`config.mk`:
```
export PLATFORM = sky130hd
export DESIGN_NAME = rv_div_ctrl
export DESIGN_NICKNAME = d
export VERILOG_FILES = /design/src/rtl/rv_mdu_pkg.sv /design/src/rtl/rv_div_cache.sv /design/src/rtl/rv_div_ctrl.sv
export SDC_FILE = /design/constraint.sdc
export NUM_CORES = 1
export LEC_CHECK = 0
export BUFFER_PORTS_ARGS = -buffer_cell sky130_fd_sc_hd__buf_2
export CAP_MARGIN = 20
export CORE_MARGIN = 2
export CORE_UTILIZATION = 48
export DETAILED_ROUTE_END_ITERATION = 10
export GPL_ROUTABILITY_DRIVEN = 1
export HOLD_SLACK_MARGIN = 0.05
export PLACE_DENSITY = 0.78
export SETUP_SLACK_MARGIN = 0.1
export SKIP_LAST_GASP = 1
export SYNTH_ARGS = -nofsm -noshare
export SYNTH_HDL_FRONTEND = slang
export SYNTH_SLANG_ARGS = --single-unit
```
`constraint.sdc`:
```
create_clock -name clk_i -period 2.6 [get_ports clk_i]
set_input_delay 0.26 -clock clk_i [delete_from_list [all_inputs] [get_ports clk_i]]
set_output_delay 0.26 -clock clk_i [all_outputs]
set_load 0.05 [all_outputs]
```
`src/rtl/rv_mdu_pkg.sv`:
```
// +--------------------------------------------------------------------------+
// | rv_mdu_pkg : MDU op encodings, divide-sequencer states, overflow values. |
// | Revision   : 1.0                                                          |
// +--------------------------------------------------------------------------+
`default_nettype none

package rv_mdu_pkg;

   localparam int XLEN     = 32;
   localparam int MDU_OP_W = 3;

   localparam logic [MDU_OP_W-1:0] MDU_MUL    = 3'd0;
   localparam logic [MDU_OP_W-1:0] MDU_MULH   = 3'd1;
   localparam logic [MDU_OP_W-1:0] MDU_MULHSU = 3'd2;
   localparam logic [MDU_OP_W-1:0] MDU_MULHU  = 3'd3;
   localparam logic [MDU_OP_W-1:0] MDU_DIV    = 3'd4;
   localparam logic [MDU_OP_W-1:0] MDU_DIVU   = 3'd5;
   localparam logic [MDU_OP_W-1:0] MDU_REM    = 3'd6;
   localparam logic [MDU_OP_W-1:0] MDU_REMU   = 3'd7;

   typedef enum logic [1:0] {
      C_IDLE = 2'd0,
      C_BUSY = 2'd1,
      C_DONE = 2'd2
   } div_ctrl_state_e;

   // Signed MIN / -1 is answered directly instead of iterating.
   localparam logic [XLEN-1:0] DIV_OVF_A    = {1'b1, {(XLEN-1){1'b0}}};
   localparam logic [XLEN-1:0] DIV_OVF_B    = {XLEN{1'b1}};
   localparam logic [XLEN-1:0] DIV_OVF_QUOT = {1'b1, {(XLEN-1){1'b0}}};
   localparam logic [XLEN-1:0] DIV_OVF_REM  = {XLEN{1'b0}};

   function automatic logic is_div_op(input logic [MDU_OP_W-1:0] op);
      return (op == MDU_DIV) || (op == MDU_DIVU) || (op == MDU_REM) || (op == MDU_REMU);
   endfunction

   function automatic logic is_signed_op(input logic [MDU_OP_W-1:0] op);
      return (op == MDU_DIV) || (op == MDU_REM);
   endfunction

   function automatic logic is_rem_op(input logic [MDU_OP_W-1:0] op);
      return (op == MDU_REM) || (op == MDU_REMU);
   endfunction

endpackage

`default_nettype wire

```
`src/rtl/rv_div_cache.sv`:
```
// +--------------------------------------------------------------------------+
// | rv_div_cache : single-entry store of the last completed divide.          |
// | Revision     : 1.0                                                        |
// +--------------------------------------------------------------------------+
`default_nettype none

module rv_div_cache #(
   parameter int XLEN = rv_mdu_pkg::XLEN
) (
   input  logic            clk_i,
   input  logic            arstn_i,
   input  logic [XLEN-1:0] key_a_i,
   input  logic [XLEN-1:0] key_b_i,
   input  logic            key_sgn_i,
   input  logic            wr_i,
   input  logic [XLEN-1:0] wr_a_i,
   input  logic [XLEN-1:0] wr_b_i,
   input  logic            wr_sgn_i,
   input  logic [XLEN-1:0] wr_quot_i,
   input  logic [XLEN-1:0] wr_rem_i,
   output logic            hit_o,
   output logic [XLEN-1:0] quot_o,
   output logic [XLEN-1:0] rem_o
);

   logic            valid_q, valid_d;
   logic            sgn_q, sgn_d;
   logic [XLEN-1:0] a_q, a_d;
   logic [XLEN-1:0] b_q, b_d;
   logic [XLEN-1:0] quot_q, quot_d;
   logic [XLEN-1:0] rem_q, rem_d;

   always_comb begin
      valid_d = valid_q;
      sgn_d   = sgn_q;
      a_d     = a_q;
      b_d     = b_q;
      quot_d  = quot_q;
      rem_d   = rem_q;
      if (wr_i) begin
         valid_d = 1'b1;
         sgn_d   = wr_sgn_i;
         a_d     = wr_a_i;
         b_d     = wr_b_i;
         quot_d  = wr_quot_i;
         rem_d   = wr_rem_i;
      end
   end

   always_ff @(posedge clk_i or negedge arstn_i) begin
      if (!arstn_i) begin
         valid_q <= 1'b0;
         sgn_q   <= 1'b0;
         a_q     <= '0;
         b_q     <= '0;
         quot_q  <= '0;
         rem_q   <= '0;
      end else begin
         valid_q <= valid_d;
         sgn_q   <= sgn_d;
         a_q     <= a_d;
         b_q     <= b_d;
         quot_q  <= quot_d;
         rem_q   <= rem_d;
      end
   end

   assign hit_o  = valid_q && (a_q == key_a_i) && (b_q == key_b_i) && (sgn_q == key_sgn_i);
   assign quot_o = quot_q;
   assign rem_o  = rem_q;

endmodule

`default_nettype wire

```
`src/rtl/rv_div_ctrl.sv`:
```
// +--------------------------------------------------------------------------+
// | rv_div_ctrl : sequencer between execute stage and the iterative divider. |
// | Optional last-result cache enabled by macro RV_DIV_CACHE_EN.             |
// | Revision    : 1.0                                                         |
// +--------------------------------------------------------------------------+
`default_nettype none

module rv_div_ctrl #(
   parameter int XLEN = rv_mdu_pkg::XLEN
) (
   input  logic                            clk_i,
   input  logic                            arstn_i,
   input  logic                            req_i,
   input  logic [rv_mdu_pkg::MDU_OP_W-1:0] mdu_op_i,
   input  logic [XLEN-1:0]                 port_a_i,
   input  logic [XLEN-1:0]                 port_b_i,
   input  logic                            kill_i,
   input  logic                            hold_i,
   output logic [XLEN-1:0]                 result_o,
   output logic                            stall_o,
   output logic                            div_start_o,
   output logic                            div_kill_o,
   output logic                            div_keep_o,
   output logic                            div_zero_o,
   output logic [XLEN-1:0]                 div_port_a_o,
   output logic [XLEN-1:0]                 div_port_b_o,
   output logic [rv_mdu_pkg::MDU_OP_W-1:0] div_mdu_op_o,
   input  logic [XLEN-1:0]                 div_result_i,
   input  logic [XLEN-1:0]                 rem_result_i,
   input  logic                            div_stall_req_i
);

   import rv_mdu_pkg::*;

   div_ctrl_state_e       state_q, state_d;
   logic [XLEN-1:0]       a_q, a_d;
   logic [XLEN-1:0]       b_q, b_d;
   logic [MDU_OP_W-1:0]   op_q, op_d;
   logic [XLEN-1:0]       res_q, res_d;

   logic                  div_req;
   logic                  ovf;
   logic                  cache_hit;
   logic                  cache_wr;
   logic [XLEN-1:0]       cache_quot;
   logic [XLEN-1:0]       cache_rem;
   logic [XLEN-1:0]       sel_res;

   assign div_req = req_i && is_div_op(mdu_op_i);
   assign ovf     = is_signed_op(mdu_op_i) && (port_a_i == DIV_OVF_A) && (port_b_i == DIV_OVF_B);
   assign sel_res = is_rem_op(op_q) ? rem_result_i : div_result_i;

`ifdef RV_DIV_CACHE_EN
   rv_div_cache #(
      .XLEN      (XLEN)
   ) u_cache (
      .clk_i     (clk_i),
      .arstn_i   (arstn_i),
      .key_a_i   (port_a_i),
      .key_b_i   (port_b_i),
      .key_sgn_i (is_signed_op(mdu_op_i)),
      .wr_i      (cache_wr),
      .wr_a_i    (a_q),
      .wr_b_i    (b_q),
      .wr_sgn_i  (is_signed_op(op_q)),
      .wr_quot_i (div_result_i),
      .wr_rem_i  (rem_result_i),
      .hit_o     (cache_hit),
      .quot_o    (cache_quot),
      .rem_o     (cache_rem)
   );
`else
   logic unused_cache_wr;
   assign unused_cache_wr = cache_wr;
   assign cache_hit       = 1'b0;
   assign cache_quot      = '0;
   assign cache_rem       = '0;
`endif

   always_comb begin
      state_d      = state_q;
      a_d          = a_q;
      b_d          = b_q;
      op_d         = op_q;
      res_d        = res_q;
      cache_wr     = 1'b0;
      stall_o      = 1'b0;
      result_o     = '0;
      div_start_o  = 1'b0;
      div_keep_o   = 1'b0;
      div_zero_o   = 1'b0;
      div_kill_o   = kill_i;
      div_port_a_o = '0;
      div_port_b_o = '0;
      div_mdu_op_o = '0;

      case (state_q)
         C_IDLE: begin
            // A flush in the same cycle as a request suppresses acceptance.
            if (div_req && !kill_i) begin
               if (ovf) begin
                  result_o = is_rem_op(mdu_op_i) ? DIV_OVF_REM : DIV_OVF_QUOT;
               end else if (cache_hit) begin
                  result_o = is_rem_op(mdu_op_i) ? cache_rem : cache_quot;
               end else begin
                  div_start_o  = 1'b1;
                  div_port_a_o = port_a_i;
                  div_port_b_o = port_b_i;
                  div_mdu_op_o = mdu_op_i;
                  a_d          = port_a_i;
                  b_d          = port_b_i;
                  op_d         = mdu_op_i;
                  stall_o      = 1'b1;
                  state_d      = C_BUSY;
               end
            end
         end
         C_BUSY: begin
            div_start_o  = 1'b1;
            div_keep_o   = hold_i;
            div_zero_o   = (b_q == '0);
            div_port_a_o = a_q;
            div_port_b_o = b_q;
            div_mdu_op_o = op_q;
            if (kill_i) begin
               state_d = C_IDLE;
            end else if (!div_stall_req_i) begin
               result_o = sel_res;
               res_d    = sel_res;
               cache_wr = 1'b1;
               state_d  = hold_i ? C_DONE : C_IDLE;
            end else begin
               stall_o = 1'b1;
            end
         end
         C_DONE: begin
            div_start_o  = 1'b1;
            div_keep_o   = 1'b1;
            div_port_a_o = a_q;
            div_port_b_o = b_q;
            div_mdu_op_o = op_q;
            result_o     = res_q;
            if (kill_i || !hold_i) begin
               state_d = C_IDLE;
            end
         end
         default: begin
            state_d = C_IDLE;
         end
      endcase
   end

   always_ff @(posedge clk_i or negedge arstn_i) begin
      if (!arstn_i) begin
         state_q <= C_IDLE;
         a_q     <= '0;
         b_q     <= '0;
         op_q    <= '0;
         res_q   <= '0;
      end else begin
         state_q <= state_d;
         a_q     <= a_d;
         b_q     <= b_d;
         op_q    <= op_d;
         res_q   <= res_d;
      end
   end

endmodule

`default_nettype wire

```
Word level (Yosys, flattened, before mapping)
Index checks and enable logic that the tools add are counted.
- equal/unequal tests: 14
- multiplexer cells: 31
- bitwise operators: 3
- reduce and logical (&&, ||, !) cells: 19
- operators by type and width (operator ; number):
    two-way mux 32 bit ; 10
    case mux 32 bit (2 select lines) ; 2
    case mux 32 bit (3 select lines) ; 1
    equality test 32 bit (second input constant) ; 2
    zero test 32 bit ; 1
    equality test 3 bit (second input constant) ; 6
    two-way mux 2 bit ; 6
    logical OR 1 bit ; 7
    two-way mux 3 bit ; 2
    != test 2 bit (second input constant) ; 3
    case mux 1 bit (2 select lines) ; 3
    case mux 2 bit (3 select lines) ; 1
    case mux 3 bit (2 select lines) ; 1
    AND reduction 3 bit ; 2
    two-way mux 1 bit ; 5
    logical AND 1 bit ; 4
    AND reduction 4 bit ; 1
    != test 3 bit (second input constant) ; 1
    inverter 1 bit ; 3
    equality test 2 x 1 -> 1 bit (second input constant) ; 1
    equality test 2 bit (second input constant) ; 1
    zero test 1 bit ; 2
    zero test 2 bit ; 1
    OR reduction 2 bit ; 1
- register bits: 101
- input port bits: 137
- output and inout port bits: 104
- logic and storage cells: 72

Longest topological paths before layout
- depth in word-level cells: 8
- gate-level depth with buffers: 9
- gate-level depth less buffers: 7

Worst setup path after synthesis
No wires, ideal clock.
- path type: input to output
- from: input port port_a_i[0]
- to: output port div_port_a_o[23]
- arrival: 2252 ps
- data required time: 2340 ps
- path slack: 88 ps
- cell stages on the path: 7
- buffers on the path: 2
- path through: or4_1 nor4_1 nand4_1 o211a_2 buf_2 buf_6 a22o_1
- longest elaborated chain between the ends: 6
- ends and longest elaborated chain (item ; line ; text):
    start, declared ; rv_div_ctrl.sv:15 ; input logic [XLEN-1:0] port_a_i,
    equality test 32 bit ; rv_div_ctrl.sv:50 ; assign ovf = is_signed_op(mdu_op_i) && (port_a_i == DIV_OVF_A) && (port_b_i == DIV_OVF_B);
    logical AND 1 bit (2 in series) ; rv_div_ctrl.sv:50 ;
    two-way mux 32 bit ; rv_div_ctrl.sv:101 ; if (ovf) begin
    two-way mux 32 bit ; rv_div_ctrl.sv:100 ; if (div_req && !kill_i) begin
    case mux 32 bit (2 select lines) ; rv_div_ctrl.sv:97 ; case (state_q)
    end, declared ; rv_div_ctrl.sv:25 ; output logic [XLEN-1:0] div_port_a_o,
Every way passes these cells.

Final worst setup path
- from: input port port_a_i[19]
- to: output port div_port_a_o[26]
Same word-level chain as after synthesis.

==> reports/results.txt <==
Avg Cell Area, Syn = 9.931 um2
sequential area share after synthesis = 45.69%
Starting Density = 48.86%
period utilization = 101.0%
Clock transition at path regs = 0.06 ns
Die Width = 111.4 um
status = finished, violations left
static leakage = 4.089 nW
slowest CP cell = or4_4
CTS Buffer Depth = 2
post-synthesis mux area share = 11.60%
Netlist cell types = 37
Net count, final = 940
critical path's largest stage delay = 0.53 ns
VDD IR max = 1.146 mV
pre-CTS setup slack = -0.1785 ns
Placed Cells = 918
WL final = 18.44 mm
Buf/Inv on CP = 4
crit-path leading delay family = simple AND/OR/NAND/NOR gates
Finished Layout Cells = 944
area post-placement = 7022 um2
CP Data Arrival Time = 2.37 ns
vias in the first global route = 5711
initial antenna violation count = 0
clk_lat worst skew = 0.34 ns
Rel. slew slack = 52.28%
IO buf count = 240
P&R area growth vs syn = 46.19%
full die area = 12400 um2
CP startpoint kind = input pin
Post-Synth Adder-Cell Area = 0.9048%
post-synth top area share = 45.69%
Core ar. = 11320 um2
failing checks = setup timing
row count = 39
FF+latch count, synth = 101
Worst Hold Class = in2reg
largest family of logic cells by synthesized area = compound AO/OA/AOI/OAI gates
worst clock skew = 0.004713 ns
DR WL/cell = 19.53 um
Crit. End Element = output pin
FMAX = 380.6 MHz
Die Y = 111.4 um
post-synthesis simple-gate area fraction = 14.00%
Ys Warns = 0
Routed Antenna Nets = 0
H-tree depth = 3
GRT Overall Usage = 27.77%
Max Cap Viol = 0
DRC = 0
Reg2Reg Setup Slack = 0.50 ns
Root Driver = clkbuf_16
GRT overflow = 0
first-pass GRT wire length = 28.09 mm
Setup Viol. Count Final = 27
Ports = 241
Vias/cell = 6.070
WS Path Type = in2out
Design Area, Final = 8087 um2
Synth Area in Compound Gates = 23.52%
share of cells above drive strength 1 = 50.44%
# diodes = 0
RD Place Congestion = 0.8766
power density over cell area = 1420 nW/um2
via count = 5730
Worst path most repeated cell = buf_4
largest cells by area after synthesis = dfrtp_1 (46%), a22o_1 (12%), mux2_2 (9.8%)
Max FO, Critical Path = 27
largest net degree at the start of global routing = 68
unrepaired setup endpoints after global routing = yes
minimum clock period = 2.627 ns
clk sinks = 101
dpl hpwl = 12.15 mm
WP data required = 2.34 ns
crit-path cells = buf_6 > or4_4 > nor3_4 > buf_4 > nand4_1 > o211a_4 > buf_16 > a22o_2 > buf_4
Least-Margin Pin Slew = 0.7158 ns
CTS tree = built
drt first-iter violations = 414
FILL cells = 808
1st-pass router iterations = 5
CTS buffer count = 9
Final Max Tran Viols = 0
Syn Std Cell Area = 5532 um2
cell count after synthesis = 557
Util after Layout = 71.43%
Fin. Hold Viols = 0
Synth Net Count = 698
dominant cell type by area after synthesis = dfrtp_1
xor/xnor share of the synthesized area = 0%
setup slack after layout = -0.02724 ns
## repair_timing
| action | in CTS | in global routing |
|---|---|---|
| hold endpoints to repair | 53 | 0 |
| hold buffers | 1 | 0 |
| endpoints found under the setup margin | 99 | 139 |
| resized for setup | 112 | 78 |
| pin swaps | 4 | 19 |
| gates cloned | 1 | 4 |
| setup buffers | 3 | 5 |
## worst reg2reg max path, stage by stage, from the launching register on
cell and delay, ns:
dfrtp_1 0.44, inv_1 0.12, ha_1 0.24, and2_1 0.17
buf_4 0.20, o21ai_4 0.10, buf_4 0.15, buf_12 0.19
mux2_2 0.38
## per-layer routing
metal / track usage, % / wire (um) / up-vias / share of wire [%]
met3: 5.389 / 1375 / 44 / 7.5
met5: 0 / 0 / - / 0
met2: 48.90 / 9318 / 319 / 51
met1: 33.54 / 7202 / 2811 / 39
met4: 11.36 / 541 / 0 / 2.9
li1: - / - / 2556 / -
## cells in the final DEF (no fill, tap or decap), drive strengths merged, types with 4 or more instances in the layout
master	count
buf	268
dfrtp	101
a22o	74
a21oi	66
mux2	57
nand2	41
nor2	38
a21o	33
nand3	33
clkbuf	20
nand4	14
nor4	11
nand2b	4
ha	4
nor3	4
## area by class of cell
class | instances | area, um2 | share of cell area (%)
clock buffers | 11 | 242.7 | 3.002
clock inverters | 2 | 60.06 | 0.7427
inverters | 3 | 11.26 | 0.1393
multi-input cells | 406 | 3033 | 37.51
flip-flops and latches | 101 | 2527 | 31.25
well taps | 143 | 178.9 | 2.213
repair buffers | 278 | 2033 | 25.14
## flip-flops by register name (all words and copies together), names as in the netlist
| signal | count |
|---|---|
| op_q | 3 |
| a_q | 32 |
| b_q | 32 |
| res_q | 32 |
| state_q | 2 |
## Yosys cell counts
cell type,count
mux2_2,48
o32ai_1,1
and4_1,1
a31oi_1,1
ha_1,4
nand2_1,41
clkbuf_1,34
mux2_1,9
buf_6,3
and3b_1,1
a21oi_1,66
nor4_1,11
buf_4,3
nor3_1,4
nor2b_1,3
nor4b_1,3
or2_2,2
o21ai_2,1
a22o_1,74
dfrtp_1,101
buf_1,3
or3_1,2
o2bb2ai_1,1
nand4_1,14
a21o_1,33
buf_2,6
nand3_1,33
and2_1,1
nor2_1,38
inv_1,3
nor3b_1,1
a22oi_1,2
o21ai_0,2
nand2b_1,2
o211a_2,1
o21bai_1,1
or4_1,3
## power breakdown
part / internal [mW] / switching [mW] / total (mW) / leakage, nW
clock: 0.854 / 0.539 / 1.39 / 0.148
combinational: 2.67 / 4.54 / 7.22 / 2.71
sequential: 2.33 / 0.542 / 2.88 / 1.23
## path summary, 6_finish.rpt
check / end / cells after the start / from
max: div_port_a_o[26] / 9 / port_a_i[19]
min: a_q[19] / 2 / port_a_i[19]
max reg2reg: b_q[20] / 8 / state_q[0]
min reg2reg: res_q[2] / 1 / res_q[2]
max in group asynchronous: op_q[0] / 3 / arstn_i
min in group asynchronous: res_q[10] / 2 / arstn_i
## through the flow
step	power [mW]	hold WS, ns	setup TNS (ns)
after floorplan	7.568	-0.03559	0
after global placement	8.896	0.3364	-9.118
after detailed placement	9.064	0.3472	-12.15
after CTS	11.07	0.1570	-0.1292
after global routing	11.99	0.1543	-0.9957
final	11.48	0.1634	-0.2447
## cell families after synthesis
family	count (synthesis)
AOI/OAI and AO/OA	183
and+or+nand+nor	160
DFF	101
muxes	57
buffers and inverters	52
adders and majority gates	4
Note: power is estimated with default switching activity, not from simulation.
